<file path="src/rtl/decode_stage.sv">
// decode_stage: registered RV32 decode stage with valid/ready on both sides.
//
// Decodes in_instr combinationally into opcode, register indices, funct
// fields, format class and a sign-extended immediate. It then stores the
// decoded record in a DEPTH-entry FIFO so fetch can run ahead of a stalled
// execute stage. The output fields are read from the stored record and are
// never re-decoded.
//
// Optional build macro: DECODE_ILLEGAL_EN enables the illegal-instruction
// checker that drives out_illegal. Without the macro, out_illegal is 0.
//
// Ports:
//   clk, rst_n          clock, asynchronous active-low reset
//   flush               synchronous discard of every buffered entry
//   in_valid/in_ready   upstream handshake; in_instr/in_pc carried with it
//   out_valid/out_ready downstream handshake for the head entry
//   out_pc .. out_illegal  decoded fields of the head entry
//   count               current occupancy (0..DEPTH)
//
// Handshake: a transfer happens on a rising edge where valid && ready.
// Once valid is asserted it is held with stable data until it is accepted.
// in_ready depends only on occupancy, never on out_ready, so a full buffer
// accepts nothing even in a cycle where the head is being popped.
module decode_stage #(
    parameter int XLEN   = 32,
    parameter int REG_AW = 5,
    parameter int DEPTH  = 2
) (
    input  logic                       clk,
    input  logic                       rst_n,
    input  logic                       flush,
    input  logic                       in_valid,
    output logic                       in_ready,
    input  logic [31:0]                in_instr,
    input  logic [XLEN-1:0]            in_pc,
    output logic                       out_valid,
    input  logic                       out_ready,
    output logic [XLEN-1:0]            out_pc,
    output logic [6:0]                 out_opcode,
    output logic [REG_AW-1:0]          out_rd,
    output logic [REG_AW-1:0]          out_rs1,
    output logic [REG_AW-1:0]          out_rs2,
    output logic [2:0]                 out_funct3,
    output logic [6:0]                 out_funct7,
    output logic [2:0]                 out_fmt,
    output logic [XLEN-1:0]            out_imm,
    output logic                       out_illegal,
    output logic [$clog2(DEPTH):0]     count
);

    localparam int PW = $clog2(DEPTH);
    localparam int CW = PW + 1;
    localparam logic [CW-1:0] FULL_CNT = CW'(DEPTH);

    localparam logic [2:0] FMT_R   = 3'd0;
    localparam logic [2:0] FMT_I   = 3'd1;
    localparam logic [2:0] FMT_S   = 3'd2;
    localparam logic [2:0] FMT_B   = 3'd3;
    localparam logic [2:0] FMT_U   = 3'd4;
    localparam logic [2:0] FMT_J   = 3'd5;
    localparam logic [2:0] FMT_UNK = 3'd7;

    typedef struct packed {
        logic [XLEN-1:0]   pc;
        logic [6:0]        opcode;
        logic [REG_AW-1:0] rd;
        logic [REG_AW-1:0] rs1;
        logic [REG_AW-1:0] rs2;
        logic [2:0]        funct3;
        logic [6:0]        funct7;
        logic [2:0]        fmt;
        logic [XLEN-1:0]   imm;
        logic              illegal;
    } entry_t;

    entry_t          dec;
    logic [31:0]     imm32;
    entry_t          mem_q [DEPTH];
    entry_t          mem_d [DEPTH];
    entry_t          last_q, last_d;
    entry_t          head;
    logic [PW-1:0]   wr_ptr_q, wr_ptr_d;
    logic [PW-1:0]   rd_ptr_q, rd_ptr_d;
    logic [CW-1:0]   count_q, count_d;
    logic            push, pop;

    // Combinational decode of the incoming word.
    always_comb begin
        dec        = '0;
        dec.pc     = in_pc;
        dec.opcode = in_instr[6:0];
        dec.rd     = REG_AW'(in_instr[11:7]);
        dec.rs1    = REG_AW'(in_instr[19:15]);
        dec.rs2    = REG_AW'(in_instr[24:20]);
        dec.funct3 = in_instr[14:12];
        dec.funct7 = in_instr[31:25];
        case (in_instr[6:0])
            7'b0110011:                                     dec.fmt = FMT_R;
            7'b0010011, 7'b0000011, 7'b1100111, 7'b1110011: dec.fmt = FMT_I;
            7'b0100011:                                     dec.fmt = FMT_S;
            7'b1100011:                                     dec.fmt = FMT_B;
            7'b0110111, 7'b0010111:                         dec.fmt = FMT_U;
            7'b1101111:                                     dec.fmt = FMT_J;
            default:                                        dec.fmt = FMT_UNK;
        endcase

        imm32 = '0;
        case (dec.fmt)
            FMT_I: imm32 = {{20{in_instr[31]}}, in_instr[31:20]};
            FMT_S: imm32 = {{20{in_instr[31]}}, in_instr[31:25], in_instr[11:7]};
            FMT_B: imm32 = {{19{in_instr[31]}}, in_instr[31], in_instr[7],
                            in_instr[30:25], in_instr[11:8], 1'b0};
            FMT_U: imm32 = {in_instr[31:12], 12'b0};
            FMT_J: imm32 = {{11{in_instr[31]}}, in_instr[31], in_instr[19:12],
                            in_instr[20], in_instr[30:21], 1'b0};
            default: imm32 = '0;
        endcase
        // Every 32-bit immediate already carries instr[31] in its MSB, so a
        // signed resize gives the sign extension to XLEN.
        dec.imm = XLEN'($signed(imm32));

`ifdef DECODE_ILLEGAL_EN
        dec.illegal = (in_instr[1:0] != 2'b11) || (dec.fmt == FMT_UNK) ||
                      ((dec.fmt == FMT_R) &&
                       (in_instr[31:25] != 7'h00) && (in_instr[31:25] != 7'h20));
`else
        dec.illegal = 1'b0;
`endif
    end

    assign in_ready  = (count_q != FULL_CNT);
    assign out_valid = (count_q != '0);
    assign push      = in_valid && in_ready;
    assign pop       = out_valid && out_ready;

    // When the buffer is empty, the outputs show the last displayed record.
    // last_q follows the visible head every cycle, so it already holds
    // that record when the buffer drains or is flushed.
    assign head   = out_valid ? mem_q[rd_ptr_q] : last_q;
    assign last_d = head;

    always_comb begin
        mem_d    = mem_q;
        wr_ptr_d = wr_ptr_q;
        rd_ptr_d = rd_ptr_q;
        count_d  = count_q;
        if (flush) begin
            // Flush wins over any push or pop in the same cycle.
            wr_ptr_d = '0;
            rd_ptr_d = '0;
            count_d  = '0;
        end else begin
            if (push) begin
                mem_d[wr_ptr_q] = dec;
                wr_ptr_d        = wr_ptr_q + 1'b1;   // wraps: DEPTH is a power of two
            end
            if (pop) begin
                rd_ptr_d = rd_ptr_q + 1'b1;
            end
            count_d = count_q + CW'(push) - CW'(pop);
        end
    end

    always_ff @(posedge clk or negedge rst_n) begin
        if (!rst_n) begin
            for (int i = 0; i < DEPTH; i++) begin
                mem_q[i] <= '0;
            end
            last_q   <= '0;
            wr_ptr_q <= '0;
            rd_ptr_q <= '0;
            count_q  <= '0;
        end else begin
            mem_q    <= mem_d;
            last_q   <= last_d;
            wr_ptr_q <= wr_ptr_d;
            rd_ptr_q <= rd_ptr_d;
            count_q  <= count_d;
        end
    end

    assign out_pc      = head.pc;
    assign out_opcode  = head.opcode;
    assign out_rd      = head.rd;
    assign out_rs1     = head.rs1;
    assign out_rs2     = head.rs2;
    assign out_funct3  = head.funct3;
    assign out_funct7  = head.funct7;
    assign out_fmt     = head.fmt;
    assign out_imm     = head.imm;
    assign out_illegal = head.illegal;
    assign count       = count_q;

endmodule

</file>
<file path="config.mk">
export PLATFORM = sky130hd
export DESIGN_NAME = decode_stage
export DESIGN_NICKNAME = d
export VERILOG_FILES = /design/src/rtl/decode_stage.sv
export SDC_FILE = /design/constraint.sdc
export NUM_CORES = 1
export LEC_CHECK = 0
export CORE_MARGIN = 8
export CORE_UTILIZATION = 55
export CTS_CLUSTER_DIAMETER = 60
export DETAILED_ROUTE_END_ITERATION = 10
export PLACE_DENSITY = 0.86
export SLEW_MARGIN = 20
export SYNTH_ARGS = -nofsm -noshare
export SYNTH_HDL_FRONTEND = slang
export SYNTH_SLANG_ARGS = --single-unit
</file>
<file path="constraint.sdc">
create_clock -name clk -period 4.15 [get_ports clk]
set_clock_uncertainty 0.2 [all_clocks]
set_input_delay 0.6225 -clock clk [delete_from_list [all_inputs] [get_ports clk]]
set_output_delay 0.6225 -clock clk [all_outputs]
set_load 0.01 [all_outputs]
</file>
==> flow_results.org, run 1 <==
** STA
- Relative slew margins :: 0.418
- Worst Tran Pin Value :: 0.861 ns
- In the final timing run, aggregate negative setup slack is 0 ns.
- Setup violations remaining at the end of the flow were counted as 0.
- The final hold violation count came to 0.
- The count of pins over their slew limit is 0.
- Final critical path time including I/O delays and setup :: 3.68 ns
- Unrepaired setup endpoints after global routing :: false
- Final critical-path share of the clock period :: 0.886
- For this run, the top clock speed supported by timing is 272 MHz.

** Run
- Max-cap check violation count :: 0

** Clocking
- TritonCTS built the clock tree.
- Inserted Clock Buffers :: 34
- In this run the deepest clock path goes through 3 buffers.
- In this run the post-CTS setup repair buffer count came out at 0.
- After clock tree synthesis, the repair step resized 0 gates.
- Clock-pin slew was measured on the worst setup and hold paths at 0.06 ns.
- Number of hold buffers added after cts :: 1
- CTS H-Tree Depth :: 2
- The clock drives 302 sinks.
- Master cell of the clock root buffer :: clkbuf_16
- Clock latency on the worst-skew pair :: 0.51 ns

** Worst setup path
- Slowest cell on the critical path :: or2_4
- The worst setup path is captured at a primary output.
- The worst setup path is launched from a register.
- For the worst setup path, the data required time is 3.33 ns.
- The worst register-to-register path begins at count[1].
- Biggest fanout along the worst timing path :: 78
- In this run the worst setup path begins at count[1].
- In this design, the largest share of critical-path delay is due to buffers and inverters.
- The number of buffers and inverters on the critical path is 2.
- Endpoint arrival time on the critical path :: 2.86 ns
- Worst Setup Path Type :: reg2out
- Cells along the critical path :: or2_4 -> buf_12 -> nor2_1 -> a21oi_1 -> clkdlybuf4s50_1
- On the worst path, the slowest cell contributes a delay of 0.66 ns.

** Finish
- Layout cell share with drive strength beyond 1 :: 0.0647
- Area added between synthesis and finish :: 25.1%
- 0 antenna diodes ended up in the layout.
- Total number of nets in the final design :: 1513

** Power and ir drop
- Power spread over the standard cell area amounts to 882 nW/um^2.
- Power after layout :: 13.8 mW
- In this run the static leakage power is 7.19 nW.
- Worst voltage drop across the vdd grid :: 731 uV

** Synthesis
- Synthesis inferred 302 register bits.
- Post-Syn Nets :: 1363
- For this run, the number of Yosys warnings is 0.
- Dominant synthesized flop cell :: dfrtp_1
- Cell type with the highest aggregate area in the netlist :: dfrtp_1
- Share of async-settable or async-resettable flops after synthesis :: 1.00
- Cell count after synthesis :: 1292
- The synthesized netlist contains 43 unique library cells.
- Among all cell types in the netlist, the one instantiated most often is nand2_1.
- Area share of the largest cell type after synthesis :: 0.603
- Of the synthesized area, sequential elements account for 0.603.
- Sorting the synthesized cells by how often they occur yields nand2_1, dfrtp_1, a21oi_1, nor2_1, mux2i_1.
- Area of the mapped netlist :: 12500 sq um
- The average instance in the mapped netlist occupies 9.70 sq um.
- Top post-synthesis cells by area :: dfrtp_1, nand2_1, mux2i_1, a21oi_1, nor2_1
- Number of synthesized flops with an enable pin :: 0

** Hold path
- Worst min-delay path class :: reg2reg
- Start point of the worst min-delay path :: mem_q[190]

** Global routing
- The number of global-route vias before repair was 10100.
- Across every metal layer, demand over resource in global routing totals 0.229.
- Antenna violations before repair :: 2
- Overall overflow remaining after global route :: 0
- Wire length of the first global-routing pass :: 52500 um
- Maximum number of pins on one net before global-route repair :: 107

** Floorplanning
- The core region is 22500 sq um.
- Initial Util :: 0.557
- The die is 167 um tall.
- Measured along the x axis, the die boundary spans 167 um.
- Row Count :: 55
- Pin placement for this block handled 173 I/O pins.
- The floorplan step defined a die boundary enclosing 27900 sq um.

** Outcome
- Result of the run :: finished, final reports clean

** Routing
- The first routing iteration left 861 violations.
- For this run, design rule violations remaining after detail routing come to 0.
- Detail-routed net length per standard cell :: 18.3 um
- DRT Pass-1 Iters :: 5
- In the routed layout, each cell is associated on average with a via count of 5.56.
- Post-route ant nets :: 0
- Detailed routing inserted a total of 9752 vias.
- Final routed wirelength across all metal layers :: 32000 um

** Placed design
- Sum of net half-perimeters after detailed placement :: 20900 um
- Total of buffers placed on input and output ports :: 172
- Final weighted congestion of routability-driven global placement :: 0.836
==> worst reg2reg max path: stages, from the launching register on <==
cell     delay [ns]
dfrtp_1        0.39
or2_4          0.66
buf_12         0.36
and2_1         0.26
ha_1           0.27
inv_1          0.06
ha_1           0.15
xnor2_1        0.13
nor2_1         0.06
==> layout make-up <==
class	instances	area, sq um
multi-input combinational	907	4600
timing repair buffer	193	1970
sequential	302	7560
fill	1603	6830
inverter	4	15.0
clock buffer	50	1060
clock inverter	12	103
tap	285	357
==> cells by family (layout without fill, tap and decap cells) <==
kind of cell	after synthesis	in the layout	share of synthesized area
AND/OR/NAND/NOR	600	600	0.190
multiplexers	110	110	0.0885
flip-flops	302	302	0.603
XOR/XNOR	4	4	0.00280
adder cells (fa/ha/maj)	2	2	0.00200
AO/OA/AOI/OAI	191	191	0.0822
buffers and inverters	83	259	0.0317
==> cell usage in the layout (no fill, tap or decap), types with 3 or more instances in the layout <==
master             n
o21ai_1           10
a21oi_2            3
o21ai_0           16
clkdlybuf4s50_1  171
buf_12             7
nor2b_1            3
nor2_1           151
and3_1             6
nand3_1            3
dfrtp_1          301
clkbuf_1           4
a21oi_1          151
clkbuf_8           9
clkinv_2           6
inv_1              4
buf_4             13
a31oi_1            3
clkbuf_16         37
mux2i_1          107
nand2_1          415
inv_6              3
and2_1             4
==> flip-flops by register name (all words and copies together), names as in the netlist <==
| name | count |
|---|---|
| last_q | 100 |
| count | 2 |
| rd_ptr_q | 1 |
| wr_ptr_q | 1 |
| mem_q | 198 |
==> metal layers <==
layer | vias to the layer above | global-route usage | wire, um
met5 | - | 0 | 27
met4 | 4 | 0.0870 | 794
met3 | 66 | 0.0537 | 2390
met2 | 400 | 0.370 | 15200
met1 | 4761 | 0.298 | 13600
li1 | 4521 | - | -
==> where the power goes <==
group	total, mW	switching [mW]	internal, mW
Clock	3.03	1.18	1.85
Combinational	5.80	3.04	2.75
Sequential	5.00	0.652	4.34
Total	13.8	4.88	8.95
==> through the flow <==
step                cell area [sq um]  utilization  std cells  setup slack, ns  hold slack (ns)
floorplan                       12500            -       1292             1.89            0.127
global placement                14500        0.644       1690             1.03            0.256
detailed placement              14500        0.644       1690            0.995            0.261
CTS                             15700        0.697       1753            0.441            0.276
global route                    15700        0.697       1753            0.301            0.289
finish                          15700        0.697       1753            0.472            0.274
==> path summary, 6_finish.rpt <==
path / endpoint / slack (ns) / depth (start not counted)
max in group asynchronous: last_q[15] / 2.22 / 3
worst min register to register: mem_q[190] / 0.27 / 2
worst min-delay path: mem_q[190] / 0.27 / 2
worst max register to register: count[1] / 1.48 / 8
min in group asynchronous: last_q[71] / 0.54 / 2
worst max-delay path: out_imm[31] / 0.47 / 5
Note: power is estimated with default switching activity, not from simulation.
==> inputs of run 2 (changes only) <==
- ABC_AREA: not set -> 1
- SETUP_SLACK_MARGIN: not set -> 0.02
==> run 2 against run 1 <==
Compared with the run above: utilization decreased by 0.76 points; die area grew 2.7%; fmax is 1.2% lower; power fell by 8.8%; register-to-register slack better by 0.34 ns; setup slack got worse by 0.045 ns; global-route usage is 1.4 points higher; worst hold slack lost 0.24 ns; critical path depth down 1; sequential share of layout area fell by 1.1 points; non-clock buffer count is 2 higher; critical path type unchanged; largest cell class unchanged; highest routed layer is now met4.
==> flow_results.org, run 2 <==
** STA
- Fmax :: 269 MHz (-1.2%)
- Post-route setup TNS :: 0 ns (unchanged)
- Worst Tran Pin Value :: 1.01 ns (+0.146 ns)
- Setup repair after global routing left no endpoint under its margin.
- The number of failing setup endpoints in the final timing report was 0 (unchanged).
- Max Transition Viols Final :: 0 (unchanged)
- Hold Violations, Final :: 0 (unchanged)
- The relative slew slack came to 0.329 (-0.0895).
- Worst hold slack :: 0.0347 ns (-0.239 ns)
- The post-route clock period utilization was 0.897 (+0.0107).
- The shortest period the worst path allows came to 3.72 ns (+0.0445 ns).

** Clocking
- In this run the clock root is driven by a clkbuf_16.
- TritonCTS built the clock tree.
- Clock latency on the worst-skew pair :: 0.50 ns (about the same)
- Number of setup buffers added after CTS :: 0 (unchanged)
- Post-cts gate resize count :: 0 (unchanged)
- Longest Clk Path Bufs :: 3 (unchanged)
- The number of buffers inserted during clock tree synthesis came to 34 (unchanged).
- Number of hold buffers added after cts :: 0 (-1)
- The number of sinks on the clock net came to 302 (unchanged).
- The clock transition at the register clock pins on the worst setup and hold paths after CTS was 0.06 ns (about the same).
- CTS H-Tree Depth :: 2 (unchanged)

** Global routing
- Global-route usage over all layers :: 0.244 (+0.0142)
- Wire length of the first global-routing pass :: 56600 um (+7.8%)
- Overall overflow remaining after global route :: 0 (unchanged)
- The number of global-route vias before repair came to 11100 (+9.8%).
- The number of antenna violations at the first check in global routing is 0 (-2).
- Maximum number of pins on one net before global-route repair :: 118 (+10%)

** Worst setup path
- The worst setup path is launched from a register.
- Required time of the critical path :: 3.33 ns (about the same)
- Slack of the worst reg-to-reg path :: 1.82 ns (+0.34 ns)
- Max incr delay on CP :: 0.87 ns (+0.21 ns)
- Top delay family on crit path :: buffers and inverters
- The critical path goes through buf_4 -> a21oi_1 -> a21oi_1 -> clkdlybuf4s50_1.
- Slowest cell on the critical path :: dfrtp_4
- The data arrival time of the critical path was 2.90 ns (+0.04 ns).
- The worst setup path is captured at a primary output.
- Worst Setup Path Type :: reg2out
- Worst path most repeated cell :: a21oi_1
- The worst path buffer plus inverter count is 2 (unchanged).
- Biggest fanout along the worst timing path :: 54 (-31%)

** Synthesis
- The number of distinct library cell variants in the gate-level netlist after synthesis came to 22 (-49%).
- The number of enable-type register cells in the synthesized netlist came to 0 (unchanged).
- The post-synthesis net count was 1628 (+19%).
- For this run, the leading register cell type out of synthesis is dfrtp_1.
- The cell area after synthesis was 12900 sq um (+3.0%).
- The commonest cells after synthesis are nand2_1, dfrtp_1, a21oi_1.
- Yosys warning total :: 0 (unchanged)
- nand2_1 is the most common cell in the netlist.
- The register bit total from synthesis was 302 (unchanged).
- The average cell area after synthesis was 8.29 sq um (-15%).
- Cell type with the highest aggregate area in the netlist :: dfrtp_1
- The fraction of synthesized cell area taken by the top area cell type was 0.586 (-0.0175).
- Cell count after synthesis :: 1557 (+21%)
- Sequential fraction of the synthesis area :: 0.586 (-0.0175)
- Share of async-settable or async-resettable flops after synthesis :: 1.00 (unchanged)
- After synthesis, the cell types taking the most area are dfrtp_1, nand2_1, a21oi_1, o21ai_0, nor2_1.

** Power and ir drop
- Total power density per cell area :: 787 nW/um^2 (-11%)
- Static power due to leakage :: 8.04 nW (+12%)
- The maximum resistive drop on vdd was 508 uV (-31%).

** Outcome
- Result of the run :: finished, final reports clean

** Finish
- Top library cells by usage in the layout, fill and taps aside :: nand2_1, dfrtp_1, a21oi_1
- The net count reported at finish is 1760 (+16%).
- Area added between synthesis and finish :: 24.2%
- Most frequent standard cell in the layout excluding fill and tap cells :: nand2_1
- Ranked by flip-flop count, first place goes to mem_q.
- Layout cell share with drive strength beyond 1 :: 0.0578 (-0.00695)
- The number of diodes added for antenna fixing is 0 (unchanged).
- Largest register FFs :: 198 (unchanged)

** Routing
- Vias per cell :: 5.51 (-0.96%)
- Number of violations reported at the end of detailed-routing iteration 0 :: 1231 (+43%)
- The number of remaining DRC errors was 0 (unchanged).
- Detail-routed net length per standard cell :: 17.1 um (-6.1%)
- The number of detailed-routing iterations run before antenna repair came to 5 (unchanged).
- Final routed wirelength across all metal layers :: 34800 um (+8.9%)
- Detailed-route via count :: 11200 (+15%)
- The remaining antenna violation count after routing is 0 (unchanged).

** Floorplanning
- The boundary pin count was 173 (unchanged).
- The y dimension of the die is 169 um (+1.3%).
- Initial Util :: 0.555 (-0.00210)
- Core Area :: 23300 sq um (+3.4%)
- The number of rows created at floorplan is 56 (+1.8%).
- The floorplan die width came to 169 um (+1.3%).
- The full die area came to 28600 sq um (+2.7%).

** Hold path
- The worst hold path belongs to the class in2async.

** Placed design
- The routability congestion estimate is 0.900 (+7.6%).
- The total half-perimeter wirelength after legalization and detailed placement was 22000 um (+5.1%).
- Total of buffers placed on input and output ports :: 172 (unchanged)

** Run
- Max-cap check violation count :: 0 (unchanged)
[run 2: where the power goes]
part	leakage (nW)	internal, mW	switching (mW)
Combinational	3.68	2.22	2.67
Clock	0.585	1.90	1.16
Sequential	3.77	4.11	0.555
Total	8.04	8.23	4.38
[run 2: cell families after synthesis]
| family | share of synthesized area |
|---|---|
| xor+xnor | 0.00136 |
| buf+inv | 0.0594 |
| compound gates | 0.130 |
| flops | 0.586 |
| fa+ha+maj | 0.00194 |
| simple gates | 0.222 |
[run 2: metrics by stage]
step	utilization	power (mW)	instance area, sq um	setup slack [ns]	cells
finish	0.689	12.6	16000	0.427	2033
global route	0.689	13.4	16000	0.306	2033
CTS	0.689	12.7	16000	0.460	2033
detailed placement	0.639	9.57	14900	1.01	1972
global placement	0.639	9.40	14900	0.989	1972
floorplan	-	7.05	12900	1.95	1557
[run 2: routing by layer]
layer / GRT usage / vias to the layer above / wire (um)
met4: 0.0877 / 0 / 1080
met3: 0.0461 / 71 / 2850
met2: 0.404 / 492 / 16500
met1: 0.317 / 5428 / 14400
met5: 0 / - / 0
li1: - / 5210 / -
[run 2: layout make-up]
cell class                 count  area [sq um]
clock inverter                11           108
clock buffer                  50          1060
fill                        1806          7240
multi-input combinational   1072          4610
timing repair buffer         195          1960
inverter                      84           318
tap                          319           399
sequential                   302          7560
[run 2: worst paths after layout]
| check | startpoint | to | cells past startpoint |
|---|---|---|---|
| min reg2reg | mem_q[115] | mem_q[115] | 2 |
| min in group clk | mem_q[115] | mem_q[115] | 2 |
| max in group asynchronous | rst_n | rd_ptr_q | 2 |
| max reg2reg | count[0] | mem_q[56] | 7 |
| max | rd_ptr_q | out_imm[21] | 4 |
| min | rst_n | mem_q[179] | 1 |
